### config.mk
export PLATFORM = sky130hd
export DESIGN_NAME = tune_player
export DESIGN_NICKNAME = d
export VERILOG_FILES = /design/src/rtl/tune_player.sv
export SDC_FILE = /design/constraint.sdc
export NUM_CORES = 1
export LEC_CHECK = 0
export ABC_AREA = 1
export CAP_MARGIN = 5
export CORE_MARGIN = 2
export CORE_UTILIZATION = 50
export CTS_BUF_LIST = sky130_fd_sc_hd__clkbuf_8
export DETAILED_ROUTE_END_ITERATION = 8
export HOLD_SLACK_MARGIN = 0.03
export PLACE_DENSITY = 0.72
export SYNTH_ARGS = -nofsm -noshare
export SYNTH_HDL_FRONTEND = slang
export SYNTH_SLANG_ARGS = --single-unit
### constraint.sdc
create_clock -name clk -period 2.8 [get_ports clk]
set_clock_uncertainty 0.05 [all_clocks]
set_input_delay 0.56 -clock clk [delete_from_list [all_inputs] [get_ports clk]]
set_output_delay 0.56 -clock clk [all_outputs]
set_load 0.02 [all_outputs]
### src/rtl/tune_player.sv
// Buzzer tune sequencer: plays one of four fixed ROM tunes as a square wave
// on beep, with per-note duration in beats and an optional silent gap.
module tune_player #(
  parameter int unsigned CLK_HZ      = 100_000_000,
  parameter int unsigned BEAT_CYCLES = 25_000_000,
  parameter int unsigned GAP_CYCLES  = 2_500_000
) (
  input  logic       clk,
  input  logic       rst,
  input  logic       start,
  input  logic [1:0] tune_sel,
  input  logic       stop,
  input  logic       mute,
  output logic       beep,
  output logic       busy,
  output logic       done,
  output logic [3:0] note_idx
);

  typedef enum logic [1:0] {IDLE, LOAD, TONE, GAP} state_t;

  // Pitch codes; 0 and 11..15 are rests.
  localparam logic [3:0] P_REST = 4'd0;
  localparam logic [3:0] P_C4   = 4'd1;
  localparam logic [3:0] P_D4   = 4'd2;
  localparam logic [3:0] P_E4   = 4'd3;
  localparam logic [3:0] P_F4   = 4'd4;
  localparam logic [3:0] P_G4   = 4'd5;
  localparam logic [3:0] P_C5   = 4'd8;
  localparam logic [3:0] P_E5   = 4'd10;

  // Entry layout: {end, beats-1 [1:0], pitch [3:0]}
  localparam logic [6:0] END_ENTRY = 7'b1_00_0000;

  function automatic logic [31:0] half_period(input int unsigned f);
    int unsigned h;
    h = CLK_HZ / (2 * f);
    return (h == 0) ? 32'd1 : h;
  endfunction

  localparam logic [31:0] HP_C4 = half_period(262);
  localparam logic [31:0] HP_D4 = half_period(294);
  localparam logic [31:0] HP_E4 = half_period(330);
  localparam logic [31:0] HP_F4 = half_period(349);
  localparam logic [31:0] HP_G4 = half_period(392);
  localparam logic [31:0] HP_A4 = half_period(440);
  localparam logic [31:0] HP_B4 = half_period(494);
  localparam logic [31:0] HP_C5 = half_period(523);
  localparam logic [31:0] HP_D5 = half_period(587);
  localparam logic [31:0] HP_E5 = half_period(659);

  // Zero half period marks a rest: the phase never toggles.
  function automatic logic [31:0] hp_of(input logic [3:0] p);
    case (p)
      4'd1:    return HP_C4;
      4'd2:    return HP_D4;
      4'd3:    return HP_E4;
      4'd4:    return HP_F4;
      4'd5:    return HP_G4;
      4'd6:    return HP_A4;
      4'd7:    return HP_B4;
      4'd8:    return HP_C5;
      4'd9:    return HP_D5;
      4'd10:   return HP_E5;
      default: return '0;
    endcase
  endfunction

  function automatic logic [6:0] nt(input logic [3:0] p, input logic [1:0] beats_m1);
    return {1'b0, beats_m1, p};
  endfunction

  function automatic logic [6:0] rom_entry(input logic [1:0] t, input logic [3:0] i);
    logic [6:0] e;
    e = END_ENTRY;
    case (t)
      2'd0: case (i)
              4'd0: e = nt(P_C4, 2'd0);
              4'd1: e = nt(P_E4, 2'd0);
              4'd2: e = nt(P_G4, 2'd0);
              4'd3: e = nt(P_C5, 2'd0);
              4'd4: e = nt(P_E4, 2'd0);
              4'd5: e = nt(P_C4, 2'd1);
              default: e = END_ENTRY;
            endcase
      2'd1: case (i)
              4'd0: e = nt(P_E5, 2'd0);
              default: e = END_ENTRY;
            endcase
      2'd2: case (i)
              4'd0: e = nt(P_G4, 2'd0);
              4'd1: e = nt(P_E4, 2'd0);
              4'd2: e = nt(P_C4, 2'd0);
              4'd3: e = nt(P_REST, 2'd0);
              4'd4: e = nt(P_C4, 2'd1);
              default: e = END_ENTRY;
            endcase
      default: case (i)
              4'd0: e = nt(P_C4, 2'd0);
              4'd1: e = nt(P_D4, 2'd0);
              4'd2: e = nt(P_E4, 2'd0);
              4'd3: e = nt(P_F4, 2'd0);
              4'd4: e = nt(P_G4, 2'd0);
              default: e = END_ENTRY;
            endcase
    endcase
    return e;
  endfunction

  state_t      state, state_nx;
  logic [1:0]  tune;
  logic [31:0] half_per, phase_cnt, tone_cnt, gap_cnt, tone_len;
  logic        phase;
  logic        restart, advance;
  logic [6:0]  ent;
  logic        ent_end;
  logic [1:0]  ent_beats;
  logic [3:0]  ent_pitch;

  assign ent       = rom_entry(tune, note_idx);
  assign ent_end   = ent[6];
  assign ent_beats = ent[5:4];
  assign ent_pitch = ent[3:0];
  assign tone_len  = ({30'd0, ent_beats} + 32'd1) * BEAT_CYCLES;
  assign busy      = (state != IDLE);

  // Next-state decode, done pulse and note sequencing strobes.
  always_comb begin
    state_nx = state;
    done     = 1'b0;
    restart  = 1'b0;
    advance  = 1'b0;
    if (rst || stop) begin
      state_nx = IDLE;
    end else if (start) begin
      state_nx = LOAD;
      restart  = 1'b1;
    end else begin
      case (state)
        IDLE: state_nx = IDLE;
        LOAD: begin
          if (ent_end) begin
            state_nx = IDLE;
            done     = 1'b1;
          end else begin
            state_nx = TONE;
          end
        end
        TONE, GAP: begin
          if ((state == TONE) ? (tone_cnt <= 32'd1) : (gap_cnt <= 32'd1)) begin
            if (state == TONE && GAP_CYCLES != 0) begin
              state_nx = GAP;
            end else if (note_idx == 4'hF) begin
              // Last ROM slot with no end flag: finish here instead of wrapping.
              state_nx = IDLE;
              done     = 1'b1;
            end else begin
              state_nx = LOAD;
              advance  = 1'b1;
            end
          end
        end
        default: state_nx = IDLE;
      endcase
    end
  end

  // State register, note counters, tone phase and registered beep.
  always_ff @(posedge clk) begin
    if (rst) begin
      state     <= IDLE;
      tune      <= '0;
      note_idx  <= '0;
      half_per  <= '0;
      phase_cnt <= '0;
      tone_cnt  <= '0;
      gap_cnt   <= '0;
      phase     <= 1'b0;
      beep      <= 1'b0;
    end else begin
      state <= state_nx;
      beep  <= 1'b0;
      if (restart) begin
        tune      <= tune_sel;
        note_idx  <= '0;
        phase     <= 1'b0;
        phase_cnt <= '0;
        tone_cnt  <= '0;
        gap_cnt   <= '0;
      end else begin
        if (advance) note_idx <= note_idx + 4'd1;
        case (state)
          LOAD: begin
            half_per  <= hp_of(ent_pitch);
            tone_cnt  <= tone_len;
            phase     <= 1'b0;
            phase_cnt <= '0;
          end
          TONE: begin
            tone_cnt <= tone_cnt - 32'd1;
            // Phase keeps running under mute; mute only masks the output.
            if (state_nx == TONE) begin
              if (half_per != '0 && phase_cnt == half_per - 32'd1) begin
                phase_cnt <= '0;
                phase     <= ~phase;
                beep      <= ~phase & ~mute;
              end else begin
                if (half_per != '0) phase_cnt <= phase_cnt + 32'd1;
                beep <= phase & ~mute;
              end
            end
            if (state_nx == GAP) gap_cnt <= GAP_CYCLES;
          end
          GAP: gap_cnt <= gap_cnt - 32'd1;
          default: ;
        endcase
      end
    end
  end

endmodule

# Word level (Yosys, flattened, before mapping)
# Memory sizes are Yosys's and may differ from the RTL's. A register that Yosys moved wholly into a read port is not among the register bits.
# Cells that the tools add are included.
# op_classes
n_mux,39
n_eq_ne,18
magnitude_cmp,2
multipliers,1
addsub,6
bitwise_logic,7
reduce_logical,17
# op_table
op,count
$pmux W32 S2,3
$mux W32,4
$pmux W7 S5,3
$sub A32 B1 Y32 const B,3
$le A32 B1 Y1 const B,2
$add A32 B1 Y32 const B,1
$eq A32 B32 Y1,1
$reduce_bool A32 Y1,1
$mul A3 B19 Y22 const B,1
$pmux W7 S3,1
$mux W1,19
$eq A2 B2 Y1 const B,5
$mux W2,5
$eq A4 B2 Y1 const B,2
$eq A4 B3 Y1 const B,2
$mux W7,1
$ne A2 B1 Y1 const B,3
$pmux W2 S3,1
$reduce_and A3 Y1,2
$reduce_bool A2 Y1,3
$reduce_or A2 Y1,3
$not A1 Y1,5
$add A4 B1 Y4 const B,1
$eq A2 B1 Y1 const B,2
other kinds (12),16
# totals
rom_bits,288
wordCells,100
input_bits,7
regBits,138
n_memories,1
# memory_table
name,depth,word_bits,rd,rd_clocked_by_memory_dff,wr,line_no,rtl
(name not given),16,18,1,1,0,54,case (p)

# Longest topological paths before layout
# Gate-level depths: netlist of run 1.
# depth
depth_word,11
depth_mapped,21

# Worst setup path before layout of run 1
# OpenSTA, ideal clock, no wires.
# synth_timing
path_kind,flip-flop to flip-flop
from,register note_idx[0]
to,register half_per[11]
required_ps,2617
n_path_buf,0
slack_ps,334
stages_incl_launch_ff,12
arrival_ps,2283
setup_ps,133
synth_period_minus_slack_ps,2466
cell_sequence,dfxtp_1 inv_1 ha_1 nand3_2 a21oi_1 nor3_1 inv_1 ha_1 nand2_1 nand2_1 a21oi_1 a211oi_1
# synth_via
elab_chain_len,4
word_cells_on_any_way,12
classes_between,eq/ne: 5; mux: 5; reduce/logical: 2
# synth_rtl
element,line_no,rtl
start: declaration,17,output logic [3:0] note_idx
start signal: assignment,191,if (advance) note_idx <= note_idx + 4'd1;
$eq A4 B3 Y1 / $eq A4 B1 Y1 (equally long branches),"77, 90, 98",
$reduce_or A2 Y1 (no line),-,
$pmux W7 S5,77,2'd0: case (i)
$pmux W7 S3 (*),76,case (t)
end: declaration,112,"logic [31:0] half_per, phase_cnt, tone_cnt, gap_cnt, tone_len;"
# Mark *: on every way between the ends. The rest lies on a longest branch, timed or not.
# A chain may end at the register's enable or synchronous reset.

# Worst setup path in the final report of run 1
# layout_timing
from,register note_idx[0]
to,output port done
# layout_via
elab_chain_len,8
word_cells_on_any_way,20
classes_between,eq/ne: 6; mux: 12; reduce/logical: 2
# layout_rtl
element,line_no,rtl
$eq A4 B3 Y1 / $eq A4 B1 Y1 (equally long branches),"77, 90, 98",
$reduce_or A2 Y1 (no line),-,
$pmux W7 S5,77,
$pmux W7 S3,76,
$mux W1,142,if (ent_end) begin
$pmux W1 S2 (*),139,case (state)
$mux W1 (*),135,end else if (start) begin
$mux W1 (*),133,if (rst || stop) begin
end: declaration,16,"output logic done,"
# Marks and branches as above.

==> results_dict.tcl, run 1 <==
set metrics [dict create \
    status "finished clean" \
    critical_path.max_stage_delay_ns 0.32 \
    start_util_pct 51.3 \
    synthTopCellsByCount "nand2_1, nor2_1, inv_1, dfxtp_1, nand3_1" \
    crit_required_ns 2.19 \
    critPathArrivalTime_ns 2.07 \
    slew_headroom_pct 48.4 \
    reg2reg_depth 15 \
    place_hpwl_um 18700 \
    vias 9420 \
    synthMuxAreaShare_pct 0 \
    synth_edf_count 0 \
    die-area_um2 18900 \
    cp-end-kind "output pin" \
    cp-startpoint "note_idx[0]" \
    synth_nets 1482 \
    ir_drop_v 0.000388 \
    synthTopCellsByArea "dfxtp_1, nand2_1, nor2_1" \
    top_layer_used "met4" \
    synth_xor_area_share_pct 3.94 \
    numPortBuffers 13 \
    clkLatencyLatePin_ns 0.45 \
    num-fill-cells 1728 \
    cts_tree "built" \
    yosys.area_share.simple_pct 42.1 \
    grt_pass1_wl_um 40400 \
    hold_viol 0 \
    synth_top_area_share_pct 27.7 \
    cts_max_level 4 \
    final_nets 1543 \
    drv_slew 0 \
    path_delay_family "compound AO/OA/AOI/OAI gates" \
    critical_path.cell_chain "buf_4 -> ha_1 -> nand2_2 -> nand2_1 -> nor2_2 -> nand4_1 -> a31oi_1 -> o21a_1 -> buf_6" \
    clockBufferDepth 2 \
    syn_inst 1452 \
    finalCriticalPeriod_ns 2.68 \
    area_growth_pct 13.7 \
    cts.clk_slew.worst_paths_ns 0.08 \
    antenna_cells 0 \
    reg2reg_from "half_per[0]" \
    hold_ws_ns 0.419 \
    timing.rr.end "phase_cnt[2]" \
    synth_area_um2 8900 \
    met3_length_um 1120 \
    row_count 48 \
    drcViolationCount 0 \
    synth_top_flop_cell "dfxtp_1" \
    grt_pass1_vias 8601 \
    path_buf_inv 2 \
    crit_fanout 4 \
    rrSetupSlack_ns 0.24 \
    slowest_stage "dfxtp_2" \
    synth_cell_types 49 \
    cts_buffers 17 \
    fmax_mhz 373 \
    clock-sinks 123 \
    syn_area_per_cell_um2 6.13 \
    ff_latch_area_um2 2470 \
    die_h_um 137 \
    core_area_um2 17400 \
    track_usage_pct 26.9 \
    period_share_pct 95.8 \
    multi_input_area_um2 5460 \
    maxCapViolCount 0 \
    met2_length_um 11800 \
    ys_ff_latch 123 \
    wl_per_cell_um 14.2 \
    hold_path.class "reg -> reg" \
    hold_start "tone_cnt[31]" \
    path_class "reg -> out" \
    synth_top_family_by_area "simple AND/OR/NAND/NOR gates" \
    dieWidth_um 137 \
    vias_per_cell 5.38 \
    setup_viol_count_final 0 \
    post-route-util_pct 58.3 \
    synth_warnings 0 \
    ys_seq_area_share_pct 27.7 \
    synthAdderAreaFrac_pct 3.23 \
    drt_iter0_markers 727 \
    m1WireLength_um 11400 \
    drt.antenna.violating_nets 0 \
    power_per_cell_area_nw_per_um2 423 \
    grt_antenna_before_repair 0 \
    worst_pin_slew_ns 0.767 \
    hold_path_depth 1 \
    synth_compound_area_share_pct 11.3 \
    yosysTopAreaCell "dfxtp_1" \
    ctsHoldBuffers 0 \
    place_congestion 0.933 \
    p_leak_nw 4.51 \
    async_flop_share_pct 0 \
    ios 14 \
    p_total_w 0.00428 \
    drive_gt1_share_pct 11.5 \
    clockRootBuffer "clkbuf_8" \
    grt_max_degree 55 \
    overflow 0 \
    firstDrtPassIters 5 \
    yosysMostFrequentCell "nand2_1" \
    totalWireLength_um 24900 \
    whs_endpoint "tone_cnt[31]" \
    cp-start-kind "flip-flop" \
]
-- logic make-up after synthesis --
kind of cell	after synthesis
buf+inv	252
compound gates	181
xor+xnor	40
simple gates	833
fa+ha+maj	23
flops	123
-- per-stage QoR --
step | setup WS, ns | cell area (um2) | std cells | TNS [ns]
after floorplan | 0.334 | 8900 | 1452 | 0
after global placement | 0.0234 | 9550 | 1709 | 0
after detailed placement | -0.0212 | 9550 | 1709 | -0.0212
after CTS | 0.0393 | 9950 | 1741 | 0
after global routing | -0.0209 | 10100 | 1751 | -0.0209
final | 0.118 | 10100 | 1751 | 0
-- worst max-delay path by stage --
stage / to / slack, ns / depth (start not counted)
after floorplan: half_per[11] / 0.33 / 11
after global placement: tone_cnt[28] / 0.02 / 10
after detailed placement: tone_cnt[28] / -0.02 / 10
after CTS: done / 0.04 / 14
after global routing: done / -0.02 / 14
final: done / 0.12 / 9
-- flip-flops by register name, indices dropped and copies added (netlist names) --
| register | count |
|---|---|
| beep | 1 |
| gap_cnt | 32 |
| half_per | 17 |
| note_idx | 4 |
| phase | 1 |
| phase_cnt | 32 |
| state | 2 |
| tone_cnt | 32 |
| tune | 2 |
-- timing repair --
| item | 4_1_cts | 5_1_grt |
|---|---|---|
| gates resized for setup | 4 | 38 |
| buffers inserted | 0 | 10 |
| setup endpoints to repair | 1 | 16 |
| endpoints found under the hold margin | 0 | 0 |
| pin swaps | 0 | 14 |
-- report_power, final --
part	switching [W]	internal, W
Sequential	0.0000428	0.00178
Clock	0.000760	0.000852
Combinational	0.000553	0.000291
-- per-layer routing --
metal	vias to the layer above	GRT usage, %
met5	-	0
li1	4814	-
met3	46	4.42
met4	0	10.4
met1	4312	34.3
met2	248	45.6
-- layout make-up --
class / instances / area share, %
tap: 225 / 2.78
sequential: 123 / 24.5
inverter: 218 / 8.14
clock inverter: 12 / 1.21
clock buffer: 20 / 2.72
multi-input combinational: 1077 / 54.0
timing repair buffer: 76 / 6.72
-- cell usage in the layout, fill, tap and decap left out, types with 13 or more instances in the layout --
master,Yosys,routed
xor2_1,31,31
nor3_1,42,42
dfxtp_1,123,116
nor4_1,19,19
nand4_1,54,54
clkbuf_8,0,20
a21oi_1,75,75
nor2_2,17,23
nand3_1,93,93
ha_1,23,18
nand2_2,4,13
inv_1,213,210
buf_4,5,57
o21ai_0,66,66
nor2_1,243,237
nand2_1,327,318
Power figures use the tool's default switching activity.
==> inputs of run 2 (changes only) <==
CORE_MARGIN = unset   (was 2)
==> run 2 against run 1 <==
Sequential share of layout area about the same. Total power grew 2.3%. Clock-buffer cell count fell by 1. Worst setup slack improved by 0.0034 ns. Final area fell by 0.33%. Routed wire length fell by 2.0%. Critical path type unchanged. Critical endpoint unchanged. Largest cell class unchanged. Largest power group unchanged. Highest routed layer unchanged.
==> results_dict.tcl, run 2 (synthesis gave the netlist of run 1 again) <==
set metrics [dict create \
    overflow 0 \
    largestRegisters "gap_cnt (32), phase_cnt (32), tone_cnt (32)" \
    totalWireLength_um 24400 \
    p_leak_nw 4.51 \
    fmax_mhz 373 \
    dieWidth_um 135 \
    hold_start "tone_cnt[31]" \
    fin_cells 1748 \
    antenna_cells 0 \
    cts_max_level 4 \
    ctsHoldBuffers 0 \
    hold_path.class "reg -> reg" \
    die_h_um 135 \
    layout_common_cells "nand2_1, nor2_1, inv_1, dfxtp_1, nand3_1" \
    gr-usage-met2_pct 46.5 \
    wl_per_cell_um 14.0 \
    finalCriticalPeriod_ns 2.68 \
    place_congestion 0.936 \
    hold_path_depth 1 \
    reg2reg_depth 15 \
    maxCapViolCount 0 \
    worst_pin_slew_ns 0.793 \
    clockBufferDepth 2 \
    grt.busiest_layer "met2" \
    grt_pass1_vias 8475 \
    cp-end-kind "output pin" \
    path_class "reg -> out" \
    cp-startpoint "note_idx[0]" \
    dp_cells 1714 \
    final_nets 1540 \
    grt_max_degree 30 \
    start_util_pct 51.3 \
    firstDrtPassIters 5 \
    place_ws_ns 0.0310 \
    grt_use_met1_pct 34.8 \
    area_growth_pct 13.3 \
    slew_headroom_pct 47.0 \
    cts_tree "built" \
    ir_drop_v 0.000386 \
    hold_viol 0 \
    reg2reg_from "half_per[0]" \
    vias 9331 \
    clkLatencyLatePin_ns 0.45 \
    clockRootBuffer "clkbuf_8" \
    num-fill-cells 1723 \
    drv_slew 0 \
    track_usage_pct 27.5 \
    period_share_pct 95.7 \
    clock-sinks 123 \
    drcViolationCount 0 \
    die-area_um2 18300 \
    fin_setup_tns_ns 0 \
    place_hpwl_um 18800 \
    row_count 48 \
    grt_pass1_wl_um 40400 \
    grt_antenna_before_repair 0 \
    power_per_cell_area_nw_per_um2 435 \
    crit_fanout 5 \
    critPathArrivalTime_ns 2.07 \
    crit_required_ns 2.19 \
    drive_gt1_share_pct 10.7 \
    core_area_um2 17400 \
    vias_per_cell 5.34 \
    rsz0062_at_grt "yes" \
    layout_commonest_cell "nand2_1" \
    cts_buffers 17 \
    numPortBuffers 13 \
    cp-start-kind "flip-flop" \
    global_route.usage.met3_pct 4.75 \
    setup_viol_count_final 0 \
    fin_ws_ns 0.121 \
    drt_iter0_markers 700 \
    ios 14 \
    cts.clk_slew.worst_paths_ns 0.07 \
    status "finished clean" \
    drt.antenna.violating_nets 0 \
]
[run 2: cell types whose count changed in the layout (fill, tap and decap cells not counted), moves of 2 or more]
cell	before	now
nand2_1	318	324
nand2_2	13	7
clkinv_4	1	5
buf_12	6	3
clkinv_2	4	1
dfxtp_1	116	119
dfxtp_2	6	3
ha_1	18	20
ha_2	3	1
[run 2: critical path: stages, from the launching register on]
cell	delay, ns
dfxtp_2	0.37
inv_1	0.08
ha_1	0.23
nand2_1	0.14
nand2_1	0.08
nor2_2	0.12
nand3_1	0.11
a31oi_1	0.20
o21a_1	0.18
buf_6	0.12
[run 2: power breakdown]
part           total (W)  internal [W]  switching, W
clock network    0.00171      0.000931      0.000779
registers        0.00183       0.00178     0.0000416
logic           0.000846      0.000294      0.000552
[run 2: layout make-up]
class / count / area, um2 / share of cell area, %
flip-flops and latches: 123 / 2470 / 24.5
clock buffers: 19 / 262 / 2.59
clock inverters: 13 / 169 / 1.68
inverters: 218 / 823 / 8.17
well taps: 225 / 282 / 2.79
repair buffers: 73 / 623 / 6.18
multi-input cells: 1077 / 5450 / 54.1
[run 2: timing repair]
action                                 CTS  global route
gates resized for setup                  7            26
setup buffers                            0             2
pin swaps                                0             6
setup endpoints to repair                1            31
endpoints found under the hold margin    0             0
[run 2: worst paths after layout]
path	slack, ns	end
worst min register to register	0.41	tone_cnt[31]
worst max register to register	0.22	phase_cnt[15]
worst min-delay path	0.41	tone_cnt[31]
worst max-delay path	0.12	done
[run 2: routing by layer]
metal / up-vias / share of wire (%)
li1: 4801 / -
met1: 4200 / 45
met2: 275 / 47
met3: 55 / 5.1
met4: 0 / 2.7
met5: - / 0
[run 2: stage by stage]
| stage | utilization [%] | power [W] | hold WS [ns] | instance area, um2 |
|---|---|---|---|---|
| global route | 58.1 | 0.00459 | 0.416 | 10100 |
| global placement | 55.0 | 0.00269 | 0.387 | 9550 |
| CTS | 57.5 | 0.00440 | 0.405 | 9990 |
| detailed placement | 55.0 | 0.00270 | 0.392 | 9550 |
| finish | 58.1 | 0.00438 | 0.407 | 10100 |
| floorplan | - | 0.00249 | 0.373 | 8900 |
==> inputs of run 3 (changes only) <==
CELL_PAD_IN_SITES_DETAIL_PLACEMENT = 0   (was unset)
CELL_PAD_IN_SITES_GLOBAL_PLACEMENT = 2   (was unset)
CORE_MARGIN = 2   (was unset)
CORE_UTILIZATION = 36   (was 50)
GPL_ROUTABILITY_DRIVEN = 0   (was unset)
PLACE_DENSITY = 0.89   (was 0.72)
==> run 3 against run 2 <==
Final area up 0.79%. Clock-buffer cell count down 1. Non-clock buffer count up 9. Critical path type unchanged. Critical endpoint unchanged. Largest cell class unchanged.
==> results_dict.tcl, run 3 (synthesis gave the netlist of run 1 again) <==
set metrics [dict create \
    final_nets 1549 \
    reg2reg_depth 14 \
    stdcell_area_um2 10200 \
    overflow 0 \
    period_share_pct 98.3 \
    vias_per_cell 4.93 \
    cts_buffers 17 \
    place_hpwl_um 21100 \
    crit_required_ns 2.19 \
    clock-sinks 123 \
    status "finished clean" \
    fmax_mhz 363 \
    clkLatencyLatePin_ns 0.47 \
    clockRootBuffer "clkbuf_8" \
    setup_viol_count_final 0 \
    grt_pass1_wl_um 44900 \
    largestRegisters "gap_cnt (32), phase_cnt (32), tone_cnt (32)" \
    maxCapViolCount 0 \
    placed_area_um2 9760 \
    die-area_um2 26000 \
    vias 9142 \
    fin_ws_ns 0.0465 \
    worst_pin_slew_ns 0.643 \
    antenna_cells 0 \
    dieWidth_um 161 \
    grt_max_degree 32 \
    cp-start-kind "flip-flop" \
    totalWireLength_um 27100 \
    drive_gt1_share_pct 10.2 \
    worstSetupEndpoint "done" \
    p_total_w 0.00430 \
    num-fill-cells 2663 \
    cts_max_level 4 \
    cts_tree "built" \
    start_util_pct 36.6 \
    drv_slew 0 \
    cp-startpoint "note_idx[0]" \
    drcViolationCount 0 \
    hold_ws_ns 0.402 \
    p_leak_nw 4.53 \
    path_class "reg -> out" \
    clockBufferDepth 2 \
    crit_fanout 5 \
    timing.rr.end "phase_cnt[2]" \
    power_per_cell_area_nw_per_um2 424 \
    reg2reg_from "half_per[12]" \
    numPortBuffers 13 \
    grt_antenna_before_repair 0 \
    track_usage_pct 21.4 \
    cts.clk_slew.worst_paths_ns 0.08 \
    drt.antenna.violating_nets 0 \
    rsz0062_at_grt "yes" \
    ir_drop_v 0.000231 \
    layout_common_cells "nand2_1, nor2_1, inv_1, dfxtp_1, nand3_1" \
    hold_path.class "reg -> reg" \
    slew_headroom_pct 57.0 \
    core_area_um2 24300 \
    die_h_um 161 \
    finalCriticalPeriod_ns 2.75 \
    area_growth_pct 14.2 \
    row_count 57 \
    cts_setup_buffers 0 \
    grt_pass1_vias 8745 \
    wl_per_cell_um 14.6 \
    rrSetupSlack_ns 0.18 \
    cp-end-kind "output pin" \
    hold_viol 0 \
    firstDrtPassIters 5 \
    ios 14 \
    drt_iter0_markers 588 \
    layout_commonest_cell "nand2_1" \
    critPathArrivalTime_ns 2.14 \
    place_ws_ns -0.0112 \
]
[run 3: changes by cell type in the layout (fill, tap and decap cells not counted), sizes merged]
cell / delta
clkinv: -2
buf: +9
clkbuf: -1
bufinv: -1
inv: +2
[run 3: layout make-up]
class                   instances  area [um2]  share of cell area [%]
clock buffers                  18         248                    2.44
clock inverters                12         129                    1.27
inverters                     218         821                    8.08
multi-input cells            1077        5410                    53.3
flip-flops and latches        123        2460                    24.2
well taps                     324         405                    3.99
repair buffers                 82         683                    6.72
[run 3: repair_timing]
| action | CTS | global route |
|---|---|---|
| pin swaps | 0 | 2 |
| endpoints found under the setup margin | 1 | 31 |
| hold buffers | 0 | 0 |
| resized for setup | 6 | 9 |
[run 3: worst min path at each step]
| stage | startpoint | to | slack [ns] | cells past startpoint |
|---|---|---|---|---|
| floorplan | tone_cnt[31] | tone_cnt[31] | 0.37 | 1 |
| global placement | tone_cnt[31] | tone_cnt[31] | 0.39 | 1 |
| detailed placement | tone_cnt[31] | tone_cnt[31] | 0.39 | 1 |
| CTS | tone_cnt[31] | tone_cnt[31] | 0.40 | 1 |
| global route | tone_cnt[31] | tone_cnt[31] | 0.43 | 1 |
| finish | tone_cnt[31] | tone_cnt[31] | 0.40 | 1 |
[run 3: power breakdown]
group / total [W] / leakage, nW / internal (W) / switching, W
clock: 0.00159 / 0.185 / 0.000798 / 0.000787
combinational: 0.000895 / 3.34 / 0.000313 / 0.000582
sequential: 0.00182 / 0.996 / 0.00178 / 0.0000397
[run 3: layer usage]
layer | GRT usage, % | vias up | share of wire [%]
met5 | 0 | - | 0
met4 | 6.29 | 0 | 1.7
met3 | 3.26 | 38 | 3.4
met2 | 36.4 | 165 | 47
met1 | 28.2 | 4109 | 48
li1 | - | 4830 | -
[run 3: metrics by stage]
stage | setup TNS, ns | utilization [%] | cells
2_1_floorplan | 0 | - | 1452
3_3_place_gp | -0.00214 | 40.1 | 1824
3_5_place_dp | -0.0112 | 40.1 | 1824
4_1_cts | 0 | 41.7 | 1854
5_1_grt | -0.101 | 41.8 | 1854
6_report | 0 | 41.8 | 1854
[run 3: worst max-delay path, stage by stage, from the launching register on]
cell	delay (ns)
dfxtp_2	0.37
inv_1	0.09
ha_1	0.24
nand3_2	0.13
nand2_1	0.08
nor2_2	0.14
nand3_1	0.11
a31oi_1	0.21
o21a_1	0.17
buf_4	0.15
